**src/rtl/conv_window_scheduler.sv**
```systemverilog
`default_nettype none
// ============================================================================
// Module   : conv_window_scheduler
// Purpose  : Sequences every kernel tap of a valid-mode 2-D convolution and
//            drives ROM addresses, MAC control and output writes. The optional
//            busy-cycle counter port is enabled by defining CONV_CYCLE_CNT_EN.
// Revision : 1.0
// ============================================================================
module conv_window_scheduler #(
    parameter int IMG_SIZE = 10,
    parameter int KER_SIZE = 3,
    parameter int ADDR_W   = 16
) (
    input  logic              clk,
    input  logic              rst,
    input  logic              start,
    input  logic              hold,
    output logic              busy,
    output logic              done,
    output logic [ADDR_W-1:0] im_addr,
    output logic [ADDR_W-1:0] k_addr,
    output logic              mac_clr,
    output logic              mac_en,
    output logic              out_we,
    output logic [ADDR_W-1:0] out_addr
`ifdef CONV_CYCLE_CNT_EN
    ,
    output logic [31:0]       cycle_cnt
`endif
);

    localparam int OUT = IMG_SIZE - KER_SIZE + 1;
    localparam logic [ADDR_W-1:0] ONE   = ADDR_W'(1);
    localparam logic [ADDR_W-1:0] K_MAX = ADDR_W'(KER_SIZE - 1);
    localparam logic [ADDR_W-1:0] O_MAX = ADDR_W'(OUT - 1);
    localparam logic [ADDR_W-1:0] IMG_W = ADDR_W'(IMG_SIZE);
    localparam logic [ADDR_W-1:0] KER_W = ADDR_W'(KER_SIZE);
    localparam logic [ADDR_W-1:0] OUT_W = ADDR_W'(OUT);

    if (KER_SIZE < 1 || KER_SIZE > IMG_SIZE) begin : g_ker_check
        $error("conv_window_scheduler: KER_SIZE must be in 1..IMG_SIZE");
    end
    if (longint'(IMG_SIZE) * longint'(IMG_SIZE) > (longint'(1) << ADDR_W)) begin : g_addr_check
        $error("conv_window_scheduler: IMG_SIZE*IMG_SIZE exceeds ADDR_W address space");
    end

    typedef enum logic [1:0] {
        IDLE  = 2'd0,
        RUN   = 2'd1,
        DRAIN = 2'd2,
        FIN   = 2'd3
    } state_t;

    state_t state, state_nx;

    logic [ADDR_W-1:0] orow, ocol, kr, kc;
    logic [ADDR_W-1:0] orow_nx, ocol_nx, kr_nx, kc_nx;
    logic [ADDR_W-1:0] im_nx, k_nx;
    logic              first_tap, pix_last, run_last, advance;

    // Delay stage aligned with the 1-cycle ROM latency, then the write stage.
    logic              d_vld, d_clr, d_last;
    logic [ADDR_W-1:0] d_pix;
    logic              we_q;

    assign first_tap = (kr == '0) && (kc == '0);
    assign pix_last  = (kr == K_MAX) && (kc == K_MAX);
    assign run_last  = pix_last && (orow == O_MAX) && (ocol == O_MAX);
    assign advance   = !hold || (state == IDLE) || (state == FIN);

    assign im_nx = (orow_nx + kr_nx) * IMG_W + ocol_nx + kc_nx;
    assign k_nx  = kr_nx * KER_W + kc_nx;

    always_ff @(posedge clk) begin
        if (!rst) begin
            state <= IDLE;
        end else begin
            state <= state_nx;
        end
    end

    always_comb begin
        state_nx = state;
        orow_nx  = orow;
        ocol_nx  = ocol;
        kr_nx    = kr;
        kc_nx    = kc;
        case (state)
            IDLE: begin
                if (start) begin
                    state_nx = RUN;
                    orow_nx  = '0;
                    ocol_nx  = '0;
                    kr_nx    = '0;
                    kc_nx    = '0;
                end
            end
            RUN: begin
                if (!hold) begin
                    if (run_last) begin
                        state_nx = DRAIN;
                    end else if (kc != K_MAX) begin
                        kc_nx = kc + ONE;
                    end else begin
                        kc_nx = '0;
                        if (kr != K_MAX) begin
                            kr_nx = kr + ONE;
                        end else begin
                            kr_nx = '0;
                            if (ocol != O_MAX) begin
                                ocol_nx = ocol + ONE;
                            end else begin
                                ocol_nx = '0;
                                orow_nx = orow + ONE;
                            end
                        end
                    end
                end
            end
            DRAIN: begin
                // The write stage drains on the same edge that enters FIN.
                if (!hold && !d_vld) begin
                    state_nx = FIN;
                end
            end
            FIN: begin
                state_nx = IDLE;
            end
            default: begin
                state_nx = IDLE;
            end
        endcase
    end

    always_ff @(posedge clk) begin
        if (!rst) begin
            orow     <= '0;
            ocol     <= '0;
            kr       <= '0;
            kc       <= '0;
            d_vld    <= 1'b0;
            d_clr    <= 1'b0;
            d_last   <= 1'b0;
            d_pix    <= '0;
            we_q     <= 1'b0;
            im_addr  <= '0;
            k_addr   <= '0;
            out_addr <= '0;
        end else if (advance) begin
            orow   <= orow_nx;
            ocol   <= ocol_nx;
            kr     <= kr_nx;
            kc     <= kc_nx;
            d_vld  <= (state == RUN);
            d_clr  <= first_tap;
            d_last <= pix_last;
            d_pix  <= orow * OUT_W + ocol;
            we_q   <= d_vld && d_last;
            if (d_vld && d_last) begin
                out_addr <= d_pix;
            end else if (state_nx == FIN) begin
                out_addr <= '0;
            end
            if (state_nx == RUN) begin
                im_addr <= im_nx;
                k_addr  <= k_nx;
            end else if (state_nx != DRAIN) begin
                im_addr <= '0;
                k_addr  <= '0;
            end
        end
    end

    assign busy    = (state == RUN) || (state == DRAIN);
    assign done    = (state == FIN);
    assign mac_en  = d_vld && !hold;
    assign mac_clr = d_vld && d_clr && !hold;
    assign out_we  = we_q && !hold;

`ifdef CONV_CYCLE_CNT_EN
    always_ff @(posedge clk) begin
        if (!rst) begin
            cycle_cnt <= '0;
        end else if (state == IDLE && start) begin
            cycle_cnt <= '0;
        end else if (busy) begin
            cycle_cnt <= cycle_cnt + 32'd1;
        end
    end
`endif

endmodule
`default_nettype wire

```
**config.mk**
```make
export PLATFORM = sky130hd
export DESIGN_NAME = conv_window_scheduler
export DESIGN_NICKNAME = d
export VERILOG_FILES = /design/src/rtl/conv_window_scheduler.sv
export SDC_FILE = /design/constraint.sdc
export NUM_CORES = 1
export LEC_CHECK = 0
export ABC_AREA = 0
export CAP_MARGIN = 20
export CORE_MARGIN = 2
export CORE_UTILIZATION = 45
export CTS_BUF_LIST = sky130_fd_sc_hd__clkbuf_4
export DETAILED_ROUTE_END_ITERATION = 8
export MAX_ROUTING_LAYER = met4
export PLACE_DENSITY = 0.66
export SYNTH_ARGS = -nofsm -noshare
export SYNTH_HDL_FRONTEND = slang
export SYNTH_SLANG_ARGS = --single-unit
```
**constraint.sdc**
```tcl
create_clock -name clk -period 8.58 [get_ports clk]
set_clock_uncertainty 0.05 [all_clocks]
set_input_delay 1.716 -clock clk [delete_from_list [all_inputs] [get_ports clk]]
set_output_delay 1.716 -clock clk [all_outputs]
set_load 0.005 [all_outputs]
```
* Yosys cells after proc, flatten, opt, wreduce, memory -nomap -nowiden
Cells that the tools add are included.
** Word-level totals
- Register bits :: 134
- Bits of input ports :: 4
- Output and inout port bits :: 53
- Word-level logic and storage cells :: 94
** Operators by class
- Add/subtract/negate cells :: 9
- Multipliers :: 2
- Equality and inequality tests :: 13
- Muxes and demuxes :: 35
- Reduce and logical (&&, ||, !) cells :: 22
** Operators by type and width (count)
- $mux W16 :: 26
- $pmux W16 S2 :: 4
- $add A16 B16 Y16 :: 5
- $add A16 B1 Y16 const B :: 4
- $eq A16 B2 Y1 const B :: 2
- $eq A16 B3 Y1 const B :: 2
- $logic_not A16 Y1 :: 2
- $ne A16 B2 Y1 const B :: 2
- $mul A16 B2 Y16 const B :: 1
- $mul A16 B3 Y15 const B :: 1
- $ne A16 B3 Y1 const B :: 1
- $logic_and A1 B1 Y1 :: 10
- $mux W2 :: 4
- $pmux W2 S4 :: 1
- $eq A2 B2 Y1 const B :: 3
- $eq A2 B1 Y1 const B :: 2
- $reduce_and A2 Y1 :: 2
- $reduce_bool A2 Y1 :: 2
- $logic_or A1 B1 Y1 :: 3
- $logic_not A1 Y1 :: 2
- $logic_not A2 Y1 :: 1
- $ne A2 B2 Y1 const B :: 1

* Longest topological paths before layout
Gate-level depths: netlist of the first run.
- Depth after elaboration :: 12
- Mapped depth :: 37
- Depth with buffers taken out :: 35

* Worst setup path before layout of the first run
No wires, ideal clock.
- Path type :: input-to-reg
- From :: in hold
- To :: reg im_addr[15]
- Library setup time :: 131 ps
- Arrival :: 8084 ps
- Data required time :: 8399 ps
- Path slack :: 315 ps
- Stages :: 30
- Cell sequence :: buf_2 nor4b_2 a41oi_1 a41oi_4 clkbuf_1 a31oi_1 ha_1 fa_1 a21o_1 a211oi_1 nor2_1 ha_1 fa_1 a21o_1 a21oi_1 nor2_1 o21a_1 o21ai_0 nand2_1 fa_1 inv_1 ha_1 and3_1 a211oi_1 o21bai_1 a21oi_1 o21ai_0 xor3_1 nand2_1 a21oi_2
** Between the ends
- Cells in the longest elaborated chain, start to end :: 7
** RTL lines
- start, declared :: line 17 : input logic hold,
- $mux W16 :: line 99 : if (!hold) begin
- $pmux W16 S2 :: line 88 : case (state)
- via kr_nx[0] :: line 57 : logic [ADDR_W-1:0] orow_nx, ocol_nx, kr_nx, kc_nx;
- $add A16 B16 Y16 :: line 71 : assign im_nx = (orow_nx + kr_nx) * IMG_W + ocol_nx + kc_nx;
- $mul A16 B3 Y15 :: line 71
- $add A16 B16 Y16 (2 in a row) :: line 71
- $mux W16 :: line 164 : if (state_nx == RUN) begin
- end signal, assigned :: line 165 : im_addr <= im_nx;
- end, declared :: line 20 : output logic [ADDR_W-1:0] im_addr,
The timed path passes the listed nets, and every way through them passes these cells.
A chain may end at the register's enable or synchronous reset.

* Final worst setup path of the first run
- From :: in hold
- To :: reg im_addr[15]
** Between the ends
- Cells in the longest elaborated chain, start to end :: 7
** RTL lines (line)
- $mux W16 :: 99
- $pmux W16 S2 :: 88
- via orow_nx[1] :: 57
- $add A16 B16 Y16 :: 71
- $mul A16 B3 Y15 :: 71
- $add A16 B16 Y16 (2 in a row) :: 71
- $mux W16 :: 164
The timed path passes the listed nets, and every way through them passes these cells.

==> qor.json, run 1 <==
{
  "first_global_vias": {"value": 8728},
  "dp_slack": {"value": -0.2302, "unit": "ns"},
  "gr-total-overflow": {"value": 0},
  "fp-row-count": {"value": 54},
  "placedCellCount": {"value": 1580},
  "syn2layout_area_growth": {"value": 15.58, "unit": "%"},
  "master_cell_of_the_clock_root_buffer": {"value": "sky130_fd_sc_hd__clkbuf_4"},
  "switching_power": {"value": 0.4809, "unit": "mW"},
  "ys_ff_latch": {"value": 134},
  "rsz0062_at_grt": {"value": "no"},
  "synth_cell_types": {"value": 78},
  "number_of_synthesized_flops_with_an_enable_pin": {"value": 0},
  "fp.dieArea": {"value": 0.02362, "unit": "mm²"},
  "detail_route.wirelength": {"value": 28700, "unit": "µm"},
  "cts.sink_count": {"value": 134},
  "rr_startpoint": {"value": "orow[0]"},
  "maxCapViolations": {"value": 0},
  "worst_setup_hold_path_clk_slew": {"value": 0.14, "unit": "ns"},
  "synthesis.area": {"value": 0.01008, "unit": "mm²"},
  "power.density": {"value": 118.2, "unit": "mW/mm²"},
  "fin_crit": {"value": 8.139, "unit": "ns"},
  "leakagePower": {"value": 5.019, "unit": "nW"},
  "grt_first_pass_wirelength": {"value": 46350, "unit": "µm"},
  "cell_depth_of_the_worst_hold_path": {"value": 2},
  "synth-async-reset-ratio": {"value": 0, "unit": "%"},
  "clock_latency_reported_for_the_late_side_of_the_worst_skew_pair": {"value": 0.58, "unit": "ns"},
  "ys.warnings.count": {"value": 0},
  "r2r_setup_slk": {"value": 0.92, "unit": "ns"},
  "worst-r2r-cell-count": {"value": 30},
  "grt_start_max_net_pins": {"value": 92},
  "maxSlewViolCount": {"value": 0},
  "post_drt_via_cell_ratio": {"value": 5.761},
  "ioPinCount": {"value": 57},
  "layout_setup_ws": {"value": 0.4414, "unit": "ns"},
  "final_layout_size_suffix_gt1_share": {"value": 11.39, "unit": "%"},
  "cts_buffers": {"value": 17},
  "setup-violations-final": {"value": 0},
  "crit_path_start_kind": {"value": "input pin"},
  "achievable-frequency": {"value": 122.9, "unit": "MHz"},
  "die_width": {"value": 153.7, "unit": "µm"},
  "finalNonFillerCells": {"value": 1615},
  "floorplan.core_area": {"value": 0.02189, "unit": "mm²"},
  "cp-end-kind": {"value": "register"},
  "layout_worst_path_cycle_share": {"value": 94.86, "unit": "%"},
  "ant_nets": {"value": 0},
  "detail_route.iter0.violations": {"value": 707},
  "p_comb_share": {"value": 20.1, "unit": "%"},
  "path_class": {"value": "in2reg"},
  "clk_path_buf_depth": {"value": 2},
  "internal_power": {"value": 0.8963, "unit": "mW"},
  "wl_per_cell": {"value": 17.77, "unit": "µm"},
  "worst_r2r_endpoint": {"value": "im_addr[15]"},
  "critPathMaxStageDelay": {"value": 0.61, "unit": "ns"},
  "relative_slew_slack": {"value": 28.95, "unit": "%"},
  "critPathSlowestCell": {"value": "sky130_fd_sc_hd__or4b_2"},
  "post-route-drc-count": {"value": 0},
  "top_fanout_value_on_the_critical_path": {"value": 3},
  "critPathArrivalTime": {"value": 8.52, "unit": "ns"},
  "postSynthCellCount": {"value": 1228},
  "place_congestion": {"value": 0.9198},
  "critical_path.top_delay_family": {"value": "compound AO/OA/AOI/OAI gates"},
  "grtUsageTotal": {"value": 25.17, "unit": "%"},
  "hold_viol": {"value": 0},
  "power_switching_share": {"value": 34.92, "unit": "%"},
  "hold_path_startpoint": {"value": "d_clr"},
  "start_util": {"value": 46.07, "unit": "%"},
  "die_height": {"value": 153.7, "unit": "µm"},
  "worst_pin_slew": {"value": 1.066, "unit": "ns"},
  "final_net_count": {"value": 1449},
  "holdCritPathClass": {"value": "reg2reg"},
  "p_clk_share": {"value": 32.5, "unit": "%"},
  "min_to": {"value": "d_clr"},
  "cts_tree": {"value": "built"},
  "dominantRegCellSynth": {"value": "sky130_fd_sc_hd__dfxtp_1"},
  "run_status": {"value": "finished, final reports clean"},
  "worstPathBufferInverterCount": {"value": 2},
  "postSynthNetCount": {"value": 1356},
  "avgSynthCellArea": {"value": 8.212, "unit": "µm²"},
  "grt_antenna_before_repair": {"value": 1},
  "firstDrtPassIters": {"value": 8},
  "worst_ir_drop_vdd": {"value": 78.13, "unit": "µV"},
  "htree_num_levels": {"value": 4},
  "cts_hold_buffers": {"value": 0},
  "post-dp-hpwl": {"value": 21350, "unit": "µm"},
  "ys_seq_area_share": {"value": 26.60, "unit": "%"},
  "place.port_buffers": {"value": 56},
  "vias": {"value": 9304},
  "timing.critical_path.required": {"value": 8.97, "unit": "ns"},
  "pwr-share-seq": {"value": 47.4, "unit": "%"}
}
[cell usage in the layout (no fill, tap or decap), drive strengths merged, types with 10 or more instances in the layout]
cell / count
nand2b: 10
a21o: 13
a21oi: 98
nand2: 95
ha: 91
nor2b: 10
xor2: 29
nor3: 30
o21ai: 81
nand3: 42
and2: 26
and3: 20
nor2: 132
clkbuf: 17
dfxtp: 134
inv: 84
buf: 71
clkdlybuf4s50: 56
nor4: 17
and4: 14
nand4: 13
xnor2: 50
a22oi: 40
fa: 33
[what timing repair did]
item                                    4_1_cts  5_1_grt
endpoints found under the setup margin        0        3
resized for setup                             0       13
setup buffers                                 0        2
[worst min-delay path, cell delays in order, from the launching register on]
cell,delay (ns)
sky130_fd_sc_hd__dfxtp_1,0.33
sky130_fd_sc_hd__nand2_1,0.05
sky130_fd_sc_hd__a21oi_1,0.05
[layer usage]
| layer | GRT usage [%] | up-vias | share of wire [%] |
|---|---|---|---|
| met2 | 37.21 | 331 | 43 |
| met4 | 8.170 | 0 | 2.6 |
| met1 | 34.18 | 4354 | 47 |
| met5 | - | - | 0 |
| li1 | - | 4562 | - |
| met3 | 5.693 | 57 | 7.1 |
[state kept, by name, summed over array words and instances, names as in the netlist, named ones only]
register	cells
out_addr	16
d_vld	1
kr	16
d_clr	1
orow	15
kc	16
d_last	1
we_q	1
k_addr	16
im_addr	16
state	2
ocol	16
d_pix	16
[final cells by class]
class                      instances  area, µm²
antenna                            1      2.502
clock buffer                      17      127.6
clock inverter                    15      155.1
fill                            2136      10230
inverter                          75      281.5
multi-input combinational        966       6950
sequential                       134       2683
tap                              280      350.3
timing repair buffer             127       1106
[how the worst max path moves through the flow]
stage	startpoint	to	depth (start not counted)
after floorplan	hold	im_addr[15]	30
after detailed placement	hold	im_addr[15]	29
final	hold	im_addr[15]	29
after global placement	hold	im_addr[15]	29
after global routing	hold	im_addr[15]	29
after CTS	hold	im_addr[15]	29
[cells by family (layout without fill, tap and decap cells)]
| group | Yosys count | in the layout | share of synthesized area (%) |
|---|---|---|---|
| simple gates | 442 | 442 | 22.88 |
| compound gates | 318 | 318 | 20.27 |
| flops | 134 | 134 | 26.60 |
| buf+inv | 128 | 234 | 4.987 |
| fa+ha+maj | 124 | 124 | 17.84 |
| xor+xnor | 81 | 81 | 7.320 |
| mux | 1 | 1 | 0.09926 |
| other cells | 0 | 1 | 0 |
[metrics by stage]
step                      setup TNS (ns)  total power, mW  cell area, µm²  hold slack (ns)  utilization, %
after detailed placement         -0.3291           0.9369           11310           0.3920           51.67
final                                  0            1.377           11660           0.4083           53.25
after floorplan                        0           0.8381           10080           0.3773               -
after global routing                   0            1.439           11660           0.4162           53.25
after global placement           -0.1949           0.9340           11310           0.3852           51.67
after CTS                              0            1.380           11590           0.4095           52.97
[power groups by stage]
stage	logic (mW)	registers [mW]	clock network, mW
2_1_floorplan	0.178	0.661	0
3_5_place_dp	0.272	0.665	0
5_1_grt	0.307	0.654	0.478
3_3_place_gp	0.269	0.665	0
6_report	0.277	0.652	0.448
4_1_cts	0.274	0.651	0.455
[synthesized netlist by cell type, drive strengths merged, types with 11 or more instances]
| cell | count | area (µm²) |
|---|---|---|
| and4 | 14 | 123.9 |
| nor2 | 132 | 498.0 |
| xnor2 | 50 | 437.9 |
| clkbuf | 42 | 157.7 |
| nor4 | 17 | 173.9 |
| nand3 | 42 | 210.2 |
| nand2 | 95 | 356.6 |
| nor3 | 30 | 150.1 |
| a21oi | 98 | 498.0 |
| nand4 | 13 | 87.58 |
| o21ai | 81 | 409.1 |
| a22oi | 40 | 300.3 |
| dfxtp | 134 | 2683 |
| ha | 91 | 1139 |
| xor2 | 29 | 254.0 |
| buf | 11 | 63.80 |
| and3 | 20 | 125.1 |
| and2 | 26 | 162.7 |
| a21o | 13 | 97.59 |
| inv | 75 | 281.5 |
| fa | 33 | 660.6 |
Note: power is estimated with default switching activity, not from simulation.
==> run 2, diff against run 1 <==
--- a/config.mk
+++ b/config.mk
@@ -7,12 +7,14 @@
 export LEC_CHECK = 0
 export ABC_AREA = 0
 export CAP_MARGIN = 20
+export CELL_PAD_IN_SITES_DETAIL_PLACEMENT = 0
+export CELL_PAD_IN_SITES_GLOBAL_PLACEMENT = 1
 export CORE_MARGIN = 2
-export CORE_UTILIZATION = 45
+export CORE_UTILIZATION = 43
 export CTS_BUF_LIST = sky130_fd_sc_hd__clkbuf_4
 export DETAILED_ROUTE_END_ITERATION = 8
 export MAX_ROUTING_LAYER = met4
-export PLACE_DENSITY = 0.66
+export PLACE_DENSITY = 0.8
 export SYNTH_ARGS = -nofsm -noshare
 export SYNTH_HDL_FRONTEND = slang
 export SYNTH_SLANG_ARGS = --single-unit
==> run 2 against run 1 <==
Compared with the run above: routed wire length grew 1.9%; final cell count grew 2.6%; sequential power is essentially flat; utilization shrank 2.7 points; first-iteration DRC count grew 5.7%; via count shrank 1.1%; flip-flop and latch count is the same; global-route usage shrank 0.47 points; hold slack gained 0.0046 ns; combinational power is essentially flat; register-to-register slack lost 0.16 ns; total power grew 0.54%; highest routed layer unchanged.
==> qor.json, run 2 (same netlist as run 1, synthesis figures left out) <==
{
  "floorplan.core_area": {"value": 0.02326, "unit": "mm²", "change": "was 0.02189 mm²"},
  "power.density": {"value": 117.7, "unit": "mW/mm²", "change": "was 118.2 mW/mm²"},
  "fin_crit": {"value": 8.060, "unit": "ns", "change": "was 8.139 ns"},
  "worst_ir_drop_vdd": {"value": 72.52, "unit": "µV", "change": "was 78.13 µV"},
  "dp_slack": {"value": -0.2711, "unit": "ns", "change": "was -0.2302 ns"},
  "final_net_count": {"value": 1452, "change": "was 1449"},
  "pwr-share-seq": {"value": 47.1, "unit": "%", "change": "was 47.4%"},
  "power_switching_share": {"value": 35.04, "unit": "%", "change": "was 34.92%"},
  "grtUsageTotal": {"value": 24.69, "unit": "%", "change": "was 25.17%"},
  "worst_setup_hold_path_clk_slew": {"value": 0.15, "unit": "ns", "change": "was 0.14 ns"},
  "placedInstanceArea": {"value": 0.01139, "unit": "mm²", "change": "was 0.01131 mm²"},
  "ant_nets": {"value": 0, "change": "unchanged"},
  "achievable-frequency": {"value": 124.1, "unit": "MHz", "change": "was 122.9 MHz"},
  "grt_start_max_net_pins": {"value": 76, "change": "was 92"},
  "leakagePower": {"value": 5.074, "unit": "nW", "change": "was 5.019 nW"},
  "clock_latency_reported_for_the_late_side_of_the_worst_skew_pair": {"value": 0.59, "unit": "ns", "change": "was 0.58 ns"},
  "critPathArrivalTime": {"value": 8.44, "unit": "ns", "change": "was 8.52 ns"},
  "htree_num_levels": {"value": 4, "change": "unchanged"},
  "layout_worst_path_cycle_share": {"value": 93.94, "unit": "%", "change": "was 94.86%"},
  "wl_per_cell": {"value": 17.64, "unit": "µm", "change": "was 17.77 µm"},
  "place.port_buffers": {"value": 56, "change": "unchanged"},
  "relative_slew_slack": {"value": 29.58, "unit": "%", "change": "was 28.95%"},
  "cts_tree": {"value": "built", "change": "unchanged"},
  "crit_path_start_kind": {"value": "input pin", "change": "unchanged"},
  "gr-total-overflow": {"value": 0, "change": "unchanged"},
  "fp-row-count": {"value": 56, "change": "was 54"},
  "die_height": {"value": 157.1, "unit": "µm", "change": "was 153.7 µm"},
  "timing.critical_path.required": {"value": 8.96, "unit": "ns", "change": "was 8.97 ns"},
  "total_power": {"value": 1.385, "unit": "mW", "change": "was 1.377 mW"},
  "clk_path_buf_depth": {"value": 2, "change": "unchanged"},
  "post-dp-hpwl": {"value": 21950, "unit": "µm", "change": "was 21350 µm"},
  "critPathMaxStageDelay": {"value": 0.49, "unit": "ns", "change": "was 0.61 ns"},
  "final_cell_area_excluding_filler_cells": {"value": 0.01176, "unit": "mm²", "change": "was 0.01166 mm²"},
  "firstDrtPassIters": {"value": 7, "change": "was 8"},
  "final_layout_size_suffix_gt1_share": {"value": 11.82, "unit": "%", "change": "was 11.39%"},
  "critPathSlowestCell": {"value": "sky130_fd_sc_hd__nor4_4", "change": "was sky130_fd_sc_hd__or4b_2"},
  "p_comb_share": {"value": 20.2, "unit": "%", "change": "was 20.1%"},
  "ioPinCount": {"value": 57, "change": "unchanged"},
  "syn2layout_area_growth": {"value": 16.65, "unit": "%", "change": "was 15.58%"},
  "hold_viol": {"value": 0, "change": "unchanged"},
  "vias": {"value": 9206, "change": "was 9304"},
  "final.hold.worst_slack": {"value": 0.4129, "unit": "ns", "change": "was 0.4083 ns"},
  "switching_power": {"value": 0.4851, "unit": "mW", "change": "was 0.4809 mW"},
  "r2r_setup_slk": {"value": 0.76, "unit": "ns", "change": "was 0.92 ns"},
  "rsz0062_at_grt": {"value": "no", "change": "unchanged"},
  "place_congestion": {"value": 0.8824, "change": "was 0.9198"},
  "holdCritPathClass": {"value": "reg2reg", "change": "unchanged"},
  "post_drt_via_cell_ratio": {"value": 5.556, "change": "was 5.761"},
  "detail_route.wirelength": {"value": 29230, "unit": "µm", "change": "was 28700 µm"},
  "top_fanout_value_on_the_critical_path": {"value": 4, "change": "was 3"},
  "post-route-drc-count": {"value": 0, "change": "unchanged"},
  "cts_buffers": {"value": 17, "change": "unchanged"},
  "path_class": {"value": "in2reg", "change": "unchanged"},
  "cp-end-kind": {"value": "register", "change": "unchanged"},
  "maxSlewViolCount": {"value": 0, "change": "unchanged"},
  "layout_commonest_cell": {"value": "sky130_fd_sc_hd__dfxtp_1", "change": "unchanged"},
  "first_global_vias": {"value": 8624, "change": "was 8728"},
  "setup-violations-final": {"value": 0, "change": "unchanged"},
  "run_status": {"value": "finished, final reports clean", "change": "unchanged"},
  "grt_first_pass_wirelength": {"value": 46020, "unit": "µm", "change": "was 46350 µm"},
  "grt_antenna_before_repair": {"value": 1, "change": "unchanged"},
  "worst_pin_slew": {"value": 1.052, "unit": "ns", "change": "was 1.066 ns"},
  "fill_cells": {"value": 2296, "change": "was 2136"},
  "detail_route.iter0.violations": {"value": 747, "change": "was 707"},
  "cts.sink_count": {"value": 134, "change": "unchanged"},
  "die_width": {"value": 157.1, "unit": "µm", "change": "was 153.7 µm"},
  "master_cell_of_the_clock_root_buffer": {"value": "sky130_fd_sc_hd__clkbuf_4", "change": "unchanged"},
  "fp.dieArea": {"value": 0.02469, "unit": "mm²", "change": "was 0.02362 mm²"},
  "internal_power": {"value": 0.8995, "unit": "mW", "change": "was 0.8963 mW"},
  "p_clk_share": {"value": 32.7, "unit": "%", "change": "was 32.5%"},
  "start_util": {"value": 43.35, "unit": "%", "change": "was 46.07%"},
  "layout_setup_ws": {"value": 0.5196, "unit": "ns", "change": "was 0.4414 ns"},
  "maxCapViolations": {"value": 0, "change": "unchanged"},
  "layout_common_cells": {"value": "sky130_fd_sc_hd__dfxtp_1 (134), sky130_fd_sc_hd__nor2_1 (130), sky130_fd_sc_hd__nand2_1 (95)", "change": "was sky130_fd_sc_hd__dfxtp_1 (134), sky130_fd_sc_hd__nor2_1 (131), sky130_fd_sc_hd__nand2_1 (95)"}
}
## run 2: cell count changes in the layout (fill, tap and decap cells not counted), moves of 2 or more
cell	before	now
sky130_fd_sc_hd__buf_4	70	73
sky130_fd_sc_hd__clkinv_2	0	2
sky130_fd_sc_hd__clkinv_4	3	0
sky130_fd_sc_hd__xnor2_1	50	48
sky130_fd_sc_hd__inv_8	2	4
sky130_fd_sc_hd__xnor2_2	0	2
## run 2: path summary, 6_finish.rpt
kind,startpoint,endpoint,cells past startpoint
min reg2reg,d_last,d_last,2
min,d_last,d_last,2
max reg2reg,orow[0],im_addr[15],30
max,hold,im_addr[15],30
## run 2: area by class of cell
type / instances / area, µm² / share of cell area (%)
Antenna cell: 1 / 2.502 / 0.02127
Clock buffer: 17 / 127.6 / 1.085
Clock inverter: 15 / 161.4 / 1.372
Inverter: 75 / 281.5 / 2.393
Multi-Input combinational cell: 966 / 6978 / 59.32
Sequential cell: 134 / 2683 / 22.80
Tap cell: 319 / 399.1 / 3.393
Timing Repair Buffer: 130 / 1131 / 9.615
## run 2: layer usage
metal | vias up | track usage [%] | wire [µm]
li1 | 4564 | - | -
met1 | 4348 | 33.05 | 13940
met2 | 258 | 38.83 | 13280
met3 | 36 | 4.020 | 1417
met4 | 0 | 6.710 | 588
met5 | - | - | 0
## run 2: timing repair
action | CTS | global route
hold endpoints to repair | 0 | 0
hold buffers | 0 | 0
gates resized for setup | 0 | 16
buffers inserted | 0 | 2
setup endpoints to repair | 0 | 3
## run 2: critical path: cells and delay by family
kind / cells / cell delay (ns)
xor gates and xnor gates: 2 / 0.52
AOI/OAI and AO/OA: 11 / 1.81
adders and majority gates: 6 / 2.20
buffers and inverters: 2 / 0.26
and+or+nand+nor: 9 / 1.92
## run 2: power groups by stage
stage / Combinational [mW] / Sequential, mW / Clock [mW]
floorplan: 0.178 / 0.661 / 0
global placement: 0.271 / 0.665 / 0
detailed placement: 0.274 / 0.665 / 0
CTS: 0.276 / 0.652 / 0.464
global route: 0.309 / 0.654 / 0.487
finish: 0.279 / 0.652 / 0.453
## run 2: stage by stage
| stage | TNS [ns] | std cells | util (%) |
|---|---|---|---|
| after floorplan | 0 | 1228 | - |
| after global placement | -0.2917 | 1622 | 48.95 |
| after detailed placement | -0.5554 | 1622 | 48.95 |
| after CTS | 0 | 1654 | 50.19 |
| after global routing | 0 | 1657 | 50.57 |
| final | 0 | 1657 | 50.57 |
==> patch: new RTL, settings of run 2 <==
`ADDR_W`: 16 -> 17.
--- a/src/rtl/conv_window_scheduler.sv
+++ b/src/rtl/conv_window_scheduler.sv
@@ -9,7 +9,7 @@
 module conv_window_scheduler #(
     parameter int IMG_SIZE = 10,
     parameter int KER_SIZE = 3,
-    parameter int ADDR_W   = 16
+    parameter int ADDR_W   = 17
 ) (
     input  logic              clk,
     input  logic              rst,
Ports: changed (resized im_addr, k_addr and out_addr); port bits go from 57 to 60. No check against the original RTL was run, so the function may have changed too.
==> patch against run 2 <==
Synthesized cell count rose by 8.9%; cell count rose by 10%; setup slack got worse by 0.098 ns; sequential share of layout area fell by 0.39 points; register-to-register slack got worse by 0.17 ns; routed wire length rose by 15%; design area rose by 7.8%; sequential cell count rose by 8; area after synthesis rose by 5.1%; total power rose by 13%; critical endpoint unchanged; largest cell class unchanged; largest power group unchanged.
==> patch: results (changes against run 2) <==
| Metric | Value |
|---|---|
| Met1 usage in global routing | 0.346 (+0.0153) |
| Cell Count Post-Placement | 1788 (+10%) |
| Met2 Track Usage GR | 0.451 (+0.0632) |
| Final worst-path cycle share | 0.951 (+0.0114) |
| Fin nets | 1620 (+12%) |
| First-pass GRT wire length | 53600 µm (+17%) |
| Post-synthesis share of cell area spent on xor and xnor gates | 0.0724 (-0.000836) |
| Net count of the mapped netlist | 1473 (+8.6%) |
| Met3 GRT Util | 0.0293 (-0.0109) |
| Detailed Route WL | 33600 µm (+15%) |
| Proportion of synthesized chip area in sequential cells | 0.268 (+0.00220) |
| Post-detailed-placement cell area | 12300 µm² (+8.3%) |
| Largest net degree at the start of global routing | 55 (-28%) |
| Multiplexer fraction of the synthesized cell area | 0.000944 (-0.0000482) |
| Run status | finished clean |
| Average size of a mapped cell | 7.93 µm² (-3.5%) |
| Worst-case hold slack | 0.409 ns (-0.00411 ns) |
| Worst path slowest cell | sky130_fd_sc_hd__or4_1 |
| Portion of total power attributed to combinational logic | 0.266 (+0.064) |
| Share of cells above drive strength 1 | 0.132 (+0.0134) |
| Met3 WL | 1440 µm (+1.6%) |
| Final weighted congestion in routability-driven placement | 0.920 (+4.3%) |
| Switching part of the total power | 0.369 (+0.0185) |
| Share of power burned in the clock network | 0.285 (-0.042) |
| Port Buf Inserts | 59 (+5.4%) |
| Pleak | 5.46 nW (+7.6%) |
| Worst slew slack as a fraction of its limit | 0.420 (+0.125) |
| WP data arrival | 8.62 ns (+0.18 ns) |
| Detailed-routing wirelength on met1 | 15000 µm (+7.5%) |
| Via count of the first global-routing pass | 9952 (+15%) |
| Post-synthesis cell type count | 65 (-17%) |
| Critical Path Fanout Max | 7 (+3) |
| Top cells by count, synth | 157 x sky130_fd_sc_hd__nor2_1, 142 x sky130_fd_sc_hd__dfxtp_1, 120 x sky130_fd_sc_hd__nand2_1 |
| DRT iter0 DRCs | 835 (+12%) |
| Routed len/inst | 18.4 µm (+4.4%) |
| Via count normalized by instance count | 5.59 (+0.57%) |
| First drt pass iteration count | 5 (-2) |
## patch: changes by cell type after synthesis, sizes merged, moves of 10 or more
cell           run 2  this run
clkbuf            42        52
o21ai             81        91
nor2             132       157
and4              14         4
nand2             95       120
## patch: worst max-delay path: cells and delay by family
kind | cells | cell delay (ns)
xor gates and xnor gates | 2 | 0.35
and+or+nand+nor | 6 | 1.60
AOI/OAI and AO/OA | 10 | 1.69
buffers and inverters | 6 | 1.25
adders and majority gates | 6 | 2.00
## patch: path summary, 6_finish.rpt
path                               from           to  depth (start not counted)
worst max-delay path               hold  im_addr[15]                         30
worst min-delay path             d_last       d_last                          2
worst min register to register   d_last       d_last                          2
worst max register to register  orow[1]  im_addr[15]                         33
## patch: cell type report
type                    count  area [µm²]
diodes                      1        2.50
clock buffers              17         128
fillers                  2417       11600
repair buffers            183        1530
multi-input cells        1058        7320
well taps                 324         405
clock inverters            15         150
flip-flops and latches    142        2840
inverters                  82         308
